==> config.mk <==
export PLATFORM = sky130hd
export DESIGN_NAME = demux3_reg
export DESIGN_NICKNAME = d
export VERILOG_FILES = /design/src/rtl/demux3_pkg.sv /design/src/rtl/demux_slot.sv /design/src/rtl/demux3_reg.sv
export SDC_FILE = /design/constraint.sdc
export NUM_CORES = 1
export LEC_CHECK = 0
export CORE_MARGIN = 4
export CORE_UTILIZATION = 45
export CTS_CLUSTER_DIAMETER = 40
export DETAILED_ROUTE_END_ITERATION = 8
export GPL_TIMING_DRIVEN = 0
export HOLD_SLACK_MARGIN = 0.02
export MAX_ROUTING_LAYER = met4
export PLACE_DENSITY = 0.89
export SLEW_MARGIN = 0
export SYNTH_ARGS = -nofsm -noshare
export SYNTH_HDL_FRONTEND = slang
export SYNTH_SLANG_ARGS = --single-unit
==> constraint.sdc <==
create_clock -name clk -period 1.9 [get_ports clk]
set_input_delay 0.285 -clock clk [delete_from_list [all_inputs] [get_ports clk]]
set_output_delay 0.285 -clock clk [all_outputs]
set_load 0.05 [all_outputs]
==> src/rtl/demux3_pkg.sv <==
// Shared constants for the 3-way demux and its mux3 counterpart.
// Select codes are shared so both blocks agree on the "nothing" code.
package demux3_pkg;
  localparam int DATA_W    = 16;
  localparam int NUM_SLOTS = 3;

  localparam logic [1:0] SEL_OUT1 = 2'b00;
  localparam logic [1:0] SEL_OUT2 = 2'b01;
  localparam logic [1:0] SEL_OUT3 = 2'b10;
  localparam logic [1:0] SEL_DROP = 2'b11;
endpackage

==> src/rtl/demux_slot.sv <==
// One-entry valid/ready holding register; a load wins over a drain on the same edge.
module demux_slot #(
  parameter int DATA_W = 16
) (
  input  logic              clk,
  input  logic              rst,
  input  logic              load,
  input  logic [DATA_W-1:0] d,
  input  logic              ready,
  output logic [DATA_W-1:0] q,
  output logic              valid,
  output logic              can_load
);
  assign can_load = !valid || ready;

  always_ff @(posedge clk or posedge rst) begin
    if (rst) begin
      q     <= '0;
      valid <= 1'b0;
    end else if (load) begin
      q     <= d;
      valid <= 1'b1;
    end else if (valid && ready) begin
      valid <= 1'b0;
    end
  end
endmodule

==> src/rtl/demux3_reg.sv <==
// Registered 1-to-3 demux: steers a word into one of three holding slots,
// or drops and counts it on SEL_DROP.
module demux3_reg
  import demux3_pkg::*;
#(
  parameter int DATA_W = demux3_pkg::DATA_W,
  parameter int CNT_W  = 8
) (
  input  logic              clk,
  input  logic              rst,
  input  logic [DATA_W-1:0] in_data,
  input  logic [1:0]        in_sel,
  input  logic              in_valid,
  output logic              in_ready,
  output logic [DATA_W-1:0] out1,
  output logic [DATA_W-1:0] out2,
  output logic [DATA_W-1:0] out3,
  output logic [2:0]        out_valid,
  input  logic [2:0]        out_ready,
  output logic [CNT_W-1:0]  drop_count,
  output logic              busy
);
  logic [NUM_SLOTS-1:0]             can_load;
  logic [NUM_SLOTS-1:0]             load;
  logic [NUM_SLOTS-1:0]             slot_valid;
  logic [NUM_SLOTS-1:0][DATA_W-1:0] slot_q;
  logic [3:0]                       rdy_by_sel;
  logic                             accept;

  // Drop code always accepts; otherwise only the selected slot decides.
  assign rdy_by_sel = {1'b1, can_load};
  assign in_ready   = rdy_by_sel[in_sel];
  assign accept     = in_valid && in_ready;

  for (genvar k = 0; k < NUM_SLOTS; k++) begin : g_slot
    assign load[k] = accept && (in_sel == 2'(k));
    demux_slot #(.DATA_W(DATA_W)) u_slot (
      .clk      (clk),
      .rst      (rst),
      .load     (load[k]),
      .d        (in_data),
      .ready    (out_ready[k]),
      .q        (slot_q[k]),
      .valid    (slot_valid[k]),
      .can_load (can_load[k])
    );
  end

  always_ff @(posedge clk or posedge rst) begin
    if (rst)
      drop_count <= '0;
    else if (accept && in_sel == SEL_DROP && drop_count != '1)
      drop_count <= drop_count + 1'b1;
  end

  assign out1      = slot_q[SEL_OUT1];
  assign out2      = slot_q[SEL_OUT2];
  assign out3      = slot_q[SEL_OUT3];
  assign out_valid = slot_valid;
  assign busy      = |slot_valid;
endmodule

; Word-level counts from Yosys, hierarchy flattened
; Index checks and enable logic that the tools add are counted.
[totals]
elab_cells = 41
ff_bits = 59
in_bits = 24
[op_classes]
mux = 8
n_addsub = 1
n_lt_le_gt_ge = 1
reduce_logical = 20
eq_ne = 4
[ops]
columns = op, count
row1 = logical AND 1 bit, 9
row2 = adder 8 x 1 -> 8 bit (second input constant), 1
row3 = != test 8 bit (second input constant), 1
row4 = 2-to-1 mux 1 bit, 7
row5 = nonzero test 2 bit, 3
row6 = equality test 2 bit (second input constant), 2
row7 = logical NOT 1 bit, 3
row8 = logical OR 1 bit, 3
row9 = < comparator 2 x 3 -> 1 bit (second input constant), 1
row10 = OR reduction 3 bit, 1
row11 = binary-select mux 1 bit (select 2 bit), 1
row12 = equality test 2 x 1 -> 1 bit (second input constant), 1
row13 = logical NOT 2 bit, 1

; Longest topological paths before layout
; Gate-level depths: netlist (run 1).
[depth]
depth_word = 7
mapped_depth = 5
mapped_depth_nobuf = 4

; By module
; A second synthesis (run 1) with hierarchy kept.
[hier_totals]
cells_unflattened = 158
hier_area_um2 = 2529.9
[modules_own_cells]
columns = module, seq_area_each_um2, area_each_um2, instances, cells_each
row1 = demux_slot, 425.4, 686.9, 3, 38
row2 = demux3_reg, 200.2, 469.2, 1, 44

; Worst setup path before layout (run 1)
; Ideal clock, no wire load.
[synth_timing]
kind = reg-to-output
startpoint = reg g_slot[0].u_slot.valid
endpoint = out in_ready
required_ns = 1.615
path_buffers = 0
t_arrival_ns = 1.675
path_stages_with_launch = 4
path_slack_ns = -0.060
path_cell_list = dfrtp_1 > nand2b_1 > o21ai_0 > o21ai_0
[synth_between]
elab_chain_cells = 4
[synth_rtl]
columns = item, line_no
row1 = "start, declared", demux_slot.sv:11  ; output logic valid,
row2 = "start signal, assigned", demux_slot.sv:19  ; valid <= 1'b0;
row3 = "start signal, assigned", demux_slot.sv:22  ; valid <= 1'b1;
row4 = "start signal, assigned", demux_slot.sv:24  ; valid <= 1'b0;
row5 = logical NOT 1 bit, demux_slot.sv:14  ; assign can_load = !valid || ready;
row6 = logical OR 1 bit, demux_slot.sv:14
row7 = binary-select mux 1 bit (select 2 bit), demux3_reg.sv:32  ; assign in_ready = rdy_by_sel[in_sel];
row8 = 2-to-1 mux 1 bit (implied by the code), demux3_reg.sv:32
row9 = "end, declared", demux3_reg.sv:14  ; output logic in_ready,
; No other way between the ends. The select of a mux whose other input is x is not followed.

; Worst setup path in the final report (run 1)
[layout_timing]
startpoint = reg drop_count[3]
endpoint = out drop_count[3]
[layout_rtl]
columns = item, line_no
row1 = "start, declared", demux3_reg.sv:20  ; output logic [CNT_W-1:0] drop_count,
row2 = "start signal, assigned", demux3_reg.sv:53  ; drop_count <= drop_count + 1'b1;
; No word-level cell between the ends.

==> run_results.csv, run 1 <==
group,metric,value,unit
pwr,peakVddDrop,0.8119,mV
timing,finalSetupViolCount,0,
clock_network,clkLatencyLatePin,0.32,ns
finish,n_antenna_cell,0,
routing,vias,1593,
yosys,synth.ff_latch_count,59,
place,dp_cells,313,
finish,fillers,383,
timing,hold_viol,0,
place,preCtsSetupSlack,-0.4014,ns
yosys,synth-main-ff-cell,"dfrtp_1",
clock_network,root_buffer,"clkbuf_8",
clock_network,cts_tree,"yes",
clock_network,clock-sinks,59,
setup_path,crit_fanout,5,
timing,relSlewSlack,0.6416,
routing,routed_wl,5.341,mm
place,place_hpwl,3.930,mm
setup_path,cp-start-kind,"register",
yosys,syn_inst,159,
finish,finalNonFillerCells,328,
timing,period_minus_slack,1.850,ns
floorplanning,die_x,82.52,µm
routing,drc,0,
yosys,synth_area_leaders,"dfrtp_1, mux2_2, mux2_4, buf_12, xor2_1",
yosys,ys_seq_area_frac,0.5909,
grt,grt_max_degree,41,
setup_path,end_kind,"output port",
setup_path,timing.rr.start,"g_slot[1].u_slot.valid",
setup_path,r2r-end,"g_slot[1].u_slot.q[5]",
setup_path,critPathRequiredTime,1.62,ns
yosys,synth_edf_count,0,
place,gp_congestion,0.7839,
clock_network,cts_hold_buf,0,
floorplanning,core_area,0.005238,mm²
finish,final_layout_size_suffix_gt1_frac,0.3062,
routing,firstDrtPassIters,2,
timing,fmax,0.5405,GHz
setup_path,cpMaxStageDelayCell,"clkdlybuf4s50_1",
setup_path,max_stage_delay,0.83,ns
setup_path,crit_family,"buffers and inverters",
floorplanning,io_pins,85,
job,max_cap_viol_count,0,
clock_network,htreeDepth,3,
finish,final_common_cell,"clkdlybuf4s50_1",
timing,setup_ws,0.04977,ns
floorplanning,rows,26,
setup_path,path_cells,"clkdlybuf4s50_1",
yosys,avgSynthCellArea,15.71,µm²
setup_path,cp_data_arrival_time,1.57,ns
grt,grt_usage,0.1822,
yosys,yosys_warnings,0,
routing,vias_per_cell,4.857,
clock_network,postCtsSetupBuffers,0,
yosys,async_reset_ff_frac,1.000,
grt,grt_first_pass_wirelength,8.811,mm
clock_network,cts_buffers,9,
yosys,syn_nets,184,
setup_path,rr_worst_depth,4,
grt,antenna_found_initial,0,
routing,ant_nets,0,
yosys,synth_area,0.002499,mm²
finish,final_cell_mix,"clkdlybuf4s50_1, dfrtp_1, mux2_2",
clock_network,clk_path_buf_depth,2,
yosys,synth_top_area_frac,0.5909,
timing,period_share,0.9738,
setup_path,critPathKind,"reg2out",
finish,synthToLayoutAreaGrowth,43.72,%
routing,drt-initial-drc-count,39,
grt,overflow,0,
pwr,powerDensity,1315,mW/mm²
setup_path,r2r_setup_slack,0.28,ns
timing,rsz0062_at_grt,"no",
floorplanning,initial_core_util,0.4771,
pwr,p_leak,1.613,nW
hold_path,min_path_type,"in2async",
timing,finalClockSkew,0.005752,ns
floorplanning,die_h,82.52,µm
setup_path,path_buf_inv,1,
timing,tightest_slew,0.5359,ns
grt,grt_pass1_vias,1758,
yosys,ys_types,36,
place,portBuffers,83,
clock_network,clk_pin_slew,0.07,ns
timing,slew_viol_final,0,
outcome,outcome,"completed",
yosys,yosysTopAreaCell,"dfrtp_1",
finish,nets,279,
floorplanning,die-area,0.006809,mm²
routing,wl_per_cell,16.28,µm
==> power breakdown <==
group          switching, mW  internal [mW]
clock                  0.447          0.495
combinational           1.29          0.768
sequential             0.187           1.53
==> Yosys cell counts (2+ instances only) <==
cell type and number:
dfrtp_1 59, mux2_2 29, mux2_4 19, nand2_1 6
xor2_1 4, buf_4 3, o21ai_0 3, a211oi_1 2
and3_1 2, buf_12 2, buf_2 2, mux2_1 2
nand2b_1 2, nand3_1 2
==> logic make-up after synthesis <==
kind of cell | after synthesis | share of synthesized area
AO/OA/AOI/OAI | 8 | 0.02303
XOR/XNOR | 5 | 0.01753
adder cells (fa/ha/maj) | 1 | 0.005007
buffers and inverters | 10 | 0.03705
flip-flops | 59 | 0.5909
multiplexers | 51 | 0.2579
AND/OR/NAND/NOR | 25 | 0.06861
==> cell type report <==
cell class              instances  area, µm²  share of cell area
plain buffers                   9      88.84             0.02474
clock inverters                 3      15.01            0.004181
repair buffers                 84      844.6              0.2352
flip-flops and latches         59       1476              0.4112
inverters                       1      3.754            0.001045
multi-input cells              90      929.6              0.2589
well taps                      70      87.58             0.02439
clock buffers                  12      145.1             0.04042
==> registers in the layout, summed over array words and instances, names as in the netlist <==
name                 flops
drop_count               8
g_slot.u_slot.valid      3
g_slot.u_slot.q         48
==> worst max path at each step <==
stage | cells after the start | from | endpoint | slack [ns]
global route | 5 | in_sel[0] | in_ready | 0.008
detailed placement | 5 | in_sel[0] | in_ready | -0.40
CTS | 2 | g_slot[0].u_slot.valid | out_valid[0] | 0.003
floorplan | 1 | rst | drop_count[0] | 0.16
global placement | 2 | rst | g_slot[0].u_slot.q[5] | -0.88
finish | 1 | drop_count[3] | drop_count[3] | 0.05
==> per-stage QoR <==
stage          power (mW)  area [µm²]  setup TNS (ns)  utilization  hold WS (ns)
4_1_cts             4.780        3592               0       0.6859        0.2860
3_5_place_dp        3.835        3437          -5.003       0.6562        0.4889
2_1_floorplan       3.095        2499               0            -        0.4167
5_1_grt             4.955        3591               0       0.6856        0.3141
6_report            4.722        3591               0       0.6856        0.2846
3_3_place_gp        3.791        3417          -56.02       0.6524        0.4731
==> what timing repair did <==
action	CTS	global route
endpoints found under the setup margin	6	3
resized for setup	8	4
gates cloned	0	0
==> layer usage <==
metal  share of wire  global-route usage  vias to the layer above
li1                -                   -                      750
met1            0.44              0.2270                      787
met2            0.49              0.2829                       47
met3           0.055             0.04989                        9
met4           0.014             0.07190                        0
met5               0                   -                        -
No activity file was read; power rests on OpenSTA's default activity.
==> run 2, diff against run 1 <==
CTS_BUF_LIST = sky130_fd_sc_hd__clkbuf_16   (was not set)
==> run_results.csv, run 2 (synthesized netlist as in run 1, its figures left out) <==
group,metric,value,unit
setup_path,crit_family,"buffers and inverters",
setup_path,cp_data_arrival_time,1.55,ns
outcome,outcome,"completed",
grt,overflow,0,
finish,n_antenna_cell,0,
floorplanning,rows,26,
pwr,powerDensity,1394,mW/mm²
timing,period_share,0.9681,
finish,stdcell_area,0.003686,mm²
place,preCtsSetupSlack,-0.4014,ns
pwr,p_leak,1.676,nW
routing,routed_wl,5.512,mm
timing,finalSetupViolCount,0,
grt,grt_usage,0.1857,
grt,use_met3,0.05315,
clock_network,htreeDepth,3,
finish,synthToLayoutAreaGrowth,47.52,%
grt,grt_pass1_vias,1765,
finish,top_regs,"g_slot.u_slot.q: 48 flops, drop_count: 8 flops, g_slot.u_slot.valid: 3 flops",
setup_path,cp_num_cells,1,
clock_network,clock-sinks,59,
floorplanning,io_pins,85,
grt,grtUsageMet1,0.2319,
floorplanning,initial_core_util,0.4771,
timing,tightest_slew,0.5357,ns
grt,antenna_found_initial,0,
finish,nets,279,
job,max_cap_viol_count,0,
timing,hold_viol,0,
place,gp_congestion,0.7839,
timing,setup_ws,0.06064,ns
grt,grt_max_degree,41,
setup_path,path_cells,"clkdlybuf4s50_1",
floorplanning,core_area,0.005238,mm²
setup_path,end_kind,"output port",
timing,rsz0062_at_grt,"no",
routing,drt-initial-drc-count,35,
timing,finalClockSkew,0.005218,ns
place,placed_cell_area,0.003437,mm²
timing,fmax,0.5437,GHz
routing,vias_per_cell,4.881,
floorplanning,die-area,0.006809,mm²
timing,fin_tns_setup,0,ns
floorplanning,die_x,82.52,µm
clock_network,root_buffer,"clkbuf_16",
routing,vias,1601,
setup_path,rr_worst_depth,4,
setup_path,cp-start-kind,"register",
hold_path,min_path_type,"in2async",
setup_path,max_stage_delay,0.83,ns
routing,ant_nets,0,
clock_network,cts_buffers,9,
clock_network,clk_pin_slew,0.05,ns
grt,grt_first_pass_wirelength,8.970,mm
finish,final_layout_size_suffix_gt1_frac,0.3023,
setup_path,cpMaxStageDelayCell,"clkdlybuf4s50_1",
routing,firstDrtPassIters,2,
timing,relSlewSlack,0.6418,
finish,regMostFlops,"g_slot.u_slot.q",
timing,period_minus_slack,1.839,ns
finish,fin_util,0.7038,
floorplanning,die_h,82.52,µm
clock_network,clkLatencyLatePin,0.31,ns
grt,use_met2,0.2893,
setup_path,critPathKind,"reg2out",
timing,slew_viol_final,0,
pwr,peakVddDrop,0.7017,mV
finish,final_common_cell,"clkdlybuf4s50_1",
setup_path,critPathRequiredTime,1.62,ns
grt,busiest_layer,"met2",
setup_path,path_buf_inv,1,
finish,final_cell_mix,"clkdlybuf4s50_1, dfrtp_1, mux2_2",
setup_path,timing.rr.start,"g_slot[1].u_slot.valid",
setup_path,crit_fanout,5,
clock_network,clk_path_buf_depth,2,
setup_path,r2r_setup_slack,0.28,ns
place,place_hpwl,3.930,mm
finish,largest_reg_flops,48,
finish,fillers,368,
pwr,p_total,5.138,mW
routing,drc,0,
routing,wl_per_cell,16.80,µm
clock_network,cts_tree,"yes",
clock_network,cts_hold_buf,0,
setup_path,r2r-end,"g_slot[1].u_slot.q[5]",
place,portBuffers,83,
[run 2: cell count changes in the layout (fill, tap and decap cells not counted)]
cell / delta
dlygate4sd2_1: -1
dlymetal6s2s_1: +1
clkbuf_8: -10
clkbuf_1: -2
inv_1: +2
clkinv_1: +1
clkbuf_16: +9
[run 2: worst max-delay path by stage]
stage / start / endpoint / slack (ns)
floorplan: rst / drop_count[0] / 0.16
global route: in_sel[0] / in_ready / 0.008
global placement: rst / g_slot[0].u_slot.q[5] / -0.88
finish: drop_count[3] / drop_count[3] / 0.06
detailed placement: in_sel[0] / in_ready / -0.40
CTS: drop_count[7] / drop_count[7] / 0.002
[run 2: what timing repair did]
item / CTS / global route
gates resized for setup: 7 / 5
gates cloned: 0 / 0
pin swaps: 0 / 0
setup buffers: 0 / 0
setup endpoints to repair: 5 / 4
endpoints found under the hold margin: 0 / 0
[run 2: metal layers]
layer  vias to the layer above  share of wire
li1                        753              -
met2                        48           0.50
met1                       791           0.43
met3                         9          0.059
met5                         -              0
met4                         0          0.012
[run 2: through the flow]
| step | hold WS, ns | cells |
|---|---|---|
| floorplan | 0.4167 | 159 |
| global placement | 0.4731 | 312 |
| detailed placement | 0.4889 | 313 |
| finish | 0.2962 | 328 |
| global route | 0.3346 | 328 |
| CTS | 0.3020 | 328 |
[run 2: layout make-up]
cell class                      instances  area, µm²  share of cell area
Sequential cell                        59       1476              0.4005
Multi-Input combinational cell         90      929.6              0.2522
Timing Repair Buffer                   84      848.3              0.2301
Clock buffer                            9      225.2             0.06110
Buffer                                  9      88.84             0.02410
Tap cell                               70      87.58             0.02376
Clock inverter                          6      26.28            0.007128
Inverter                                1      3.754            0.001018
[run 2: power by group]
group          switching (mW)  internal [mW]  total, mW
logic                    1.30          0.768       2.07
clock network           0.498          0.849       1.35
registers               0.191           1.53       1.72
==> run 3, diff against run 2 <==
CORE_UTILIZATION = 49   (was 45)
HOLD_SLACK_MARGIN = not set   (was 0.02)
PLACE_DENSITY = 0.95   (was 0.89)
clock period = 2.4 ns   (was 1.9 ns; I/O delays follow)
==> run_results.csv, run 3 (synthesized netlist as in run 1, its figures left out) <==
group,metric,value,unit
routing,drc,0,
finish,n_antenna_cell,0,
finish,nets,279,
floorplanning,die_h,79.41,µm
timing,relSlewSlack,0.5889,
routing,vias_per_cell,5.074,
timing,rsz0062_at_grt,"no",
finish,top_regs,"g_slot.u_slot.q: 48 flops, drop_count: 8 flops, g_slot.u_slot.valid: 3 flops",
floorplanning,rows,25,
timing,hold_viol,0,
pwr,powerDensity,1178,mW/mm²
floorplanning,die-area,0.006306,mm²
pwr,p_int,2.832,mW
floorplanning,initial_core_util,0.5187,
finish,final_common_cell,"clkdlybuf4s50_1",
timing,setup_ws,0.1973,ns
hold_path,min_path_type,"in2reg",
floorplanning,io_pins,85,
setup_path,cp-start-kind,"input pin",
routing,firstDrtPassIters,4,
setup_path,critPathRequiredTime,2.04,ns
pwr,peakVddDrop,0.7347,mV
pwr,p_total,4.434,mW
place,dp_cells,310,
finish,synthToLayoutAreaGrowth,50.63,%
timing,period_share,0.9178,
floorplanning,core_area,0.004817,mm²
routing,drt-initial-drc-count,78,
timing,finalSetupViolCount,0,
grt,grt_first_pass_wirelength,9.328,mm
pwr,seqPwrFrac,0.309,
pwr,p_sw,1.602,mW
place,place_hpwl,4.033,mm
clock_network,clk_pin_slew,0.05,ns
setup_path,crit_fanout,7,
place,preCtsSetupSlack,-0.08497,ns
timing,tightest_slew,0.6157,ns
grt,grt_usage,0.2030,
timing,finalClockSkew,0.004077,ns
routing,vias,1654,
setup_path,critPathKind,"in2out",
finish,regMostFlops,"g_slot.u_slot.q",
outcome,outcome,"completed",
clock_network,clk_path_buf_depth,2,
finish,stdcell_area,0.003764,mm²
place,portBuffers,83,
clock_network,htreeDepth,3,
setup_path,cp_data_arrival_time,1.84,ns
grt,grt_pass1_vias,1791,
finish,final_cell_mix,"clkdlybuf4s50_1, dfrtp_1, mux2_2",
timing,period_minus_slack,2.203,ns
clock_network,cts_tree,"yes",
finish,final_layout_size_suffix_gt1_frac,0.3012,
finish,fin_util,0.7813,
pwr,pwr-share-comb,0.372,
grt,overflow,0,
routing,ant_nets,0,
timing,slew_viol_final,0,
finish,fillers,316,
routing,routed_wl,5.705,mm
finish,finalNonFillerCells,326,
clock_network,cts_hold_buf,0,
setup_path,end_kind,"output port",
finish,largest_reg_flops,48,
place,gp_congestion,0.8099,
floorplanning,die_x,79.41,µm
place,placed_cell_area,0.003433,mm²
clock_network,root_buffer,"clkbuf_16",
grt,grt_max_degree,32,
clock_network,clock-sinks,59,
clock_network,cts_buffers,9,
pwr,p_leak,1.651,nW
job,max_cap_viol_count,0,
pwr,p_sw_frac,0.3613,
pwr,clkPwrFrac,0.319,
clock_network,clkLatencyLatePin,0.32,ns
timing,fmax,0.4540,GHz
routing,wl_per_cell,17.50,µm
grt,antenna_found_initial,0,
[run 3: cell types whose count changed in the layout (fill, tap and decap cells not counted), sizes merged]
| cell | previous run | this run |
|---|---|---|
| dlymetal6s2s | 3 | 0 |
| inv | 3 | 1 |
| buf | 10 | 9 |
| clkdlybuf4s50 | 75 | 82 |
| dlygate4sd2 | 4 | 1 |
| bufinv | 0 | 3 |
[run 3: path summary, 6_finish.rpt]
check | startpoint | end | slack (ns) | depth (start not counted)
worst max-delay path | in_sel[0] | in_ready | 0.20 | 5
worst min-delay path | in_sel[1] | g_slot[2].u_slot.valid | 0.37 | 3
worst max register to register | g_slot[1].u_slot.valid | g_slot[1].u_slot.q[1] | 0.72 | 4
worst min register to register | g_slot[0].u_slot.q[12] | g_slot[0].u_slot.q[12] | 0.49 | 1
max in group asynchronous | rst | drop_count[3] | 1.38 | 3
min in group asynchronous | rst | g_slot[2].u_slot.q[9] | 0.44 | 2
[run 3: per-stage QoR]
stage	hold slack (ns)	setup TNS, ns
after detailed placement	0.4800	-0.08497
after floorplan	0.4917	0
final	0.3737	0
after global placement	0.4735	-25.28
after global routing	0.3954	0
after CTS	0.3743	0
[run 3: layer usage]
metal	share of wire	track usage	vias up
li1	-	-	751
met1	0.43	0.2463	829
met2	0.50	0.3392	65
met3	0.047	0.03725	9
met4	0.016	0.07732	0
met5	0	-	-
[run 3: worst max-delay path, cell delays in order]
cell	delay (ns)
clkdlybuf4s50_1	0.53
nand3b_1	0.14
o21ai_0	0.10
o21ai_0	0.16
dlygate4sd2_1	0.55
[run 3: timing repair]
action                     CTS  global route
setup endpoints to repair    1             0
gates resized for setup      1             0
buffers inserted             0             0
[run 3: power groups by stage]
stage,Combinational [mW],Sequential [mW],Clock [mW]
CTS,1.66,1.37,1.44
global route,1.71,1.40,1.48
global placement,1.63,1.36,0
detailed placement,1.66,1.38,0
floorplan,0.337,2.11,0
finish,1.65,1.37,1.42
[run 3: area by class of cell]
class | instances | area [µm²] | area share
buffer | 9 | 88.84 | 0.02360
clock buffer | 9 | 225.2 | 0.05984
clock inverter | 7 | 106.4 | 0.02826
inverter | 1 | 3.754 | 0.0009973
multi-input combinational | 90 | 929.6 | 0.2470
sequential | 59 | 1476 | 0.3923
tap | 67 | 83.83 | 0.02227
timing repair buffer | 84 | 849.6 | 0.2257
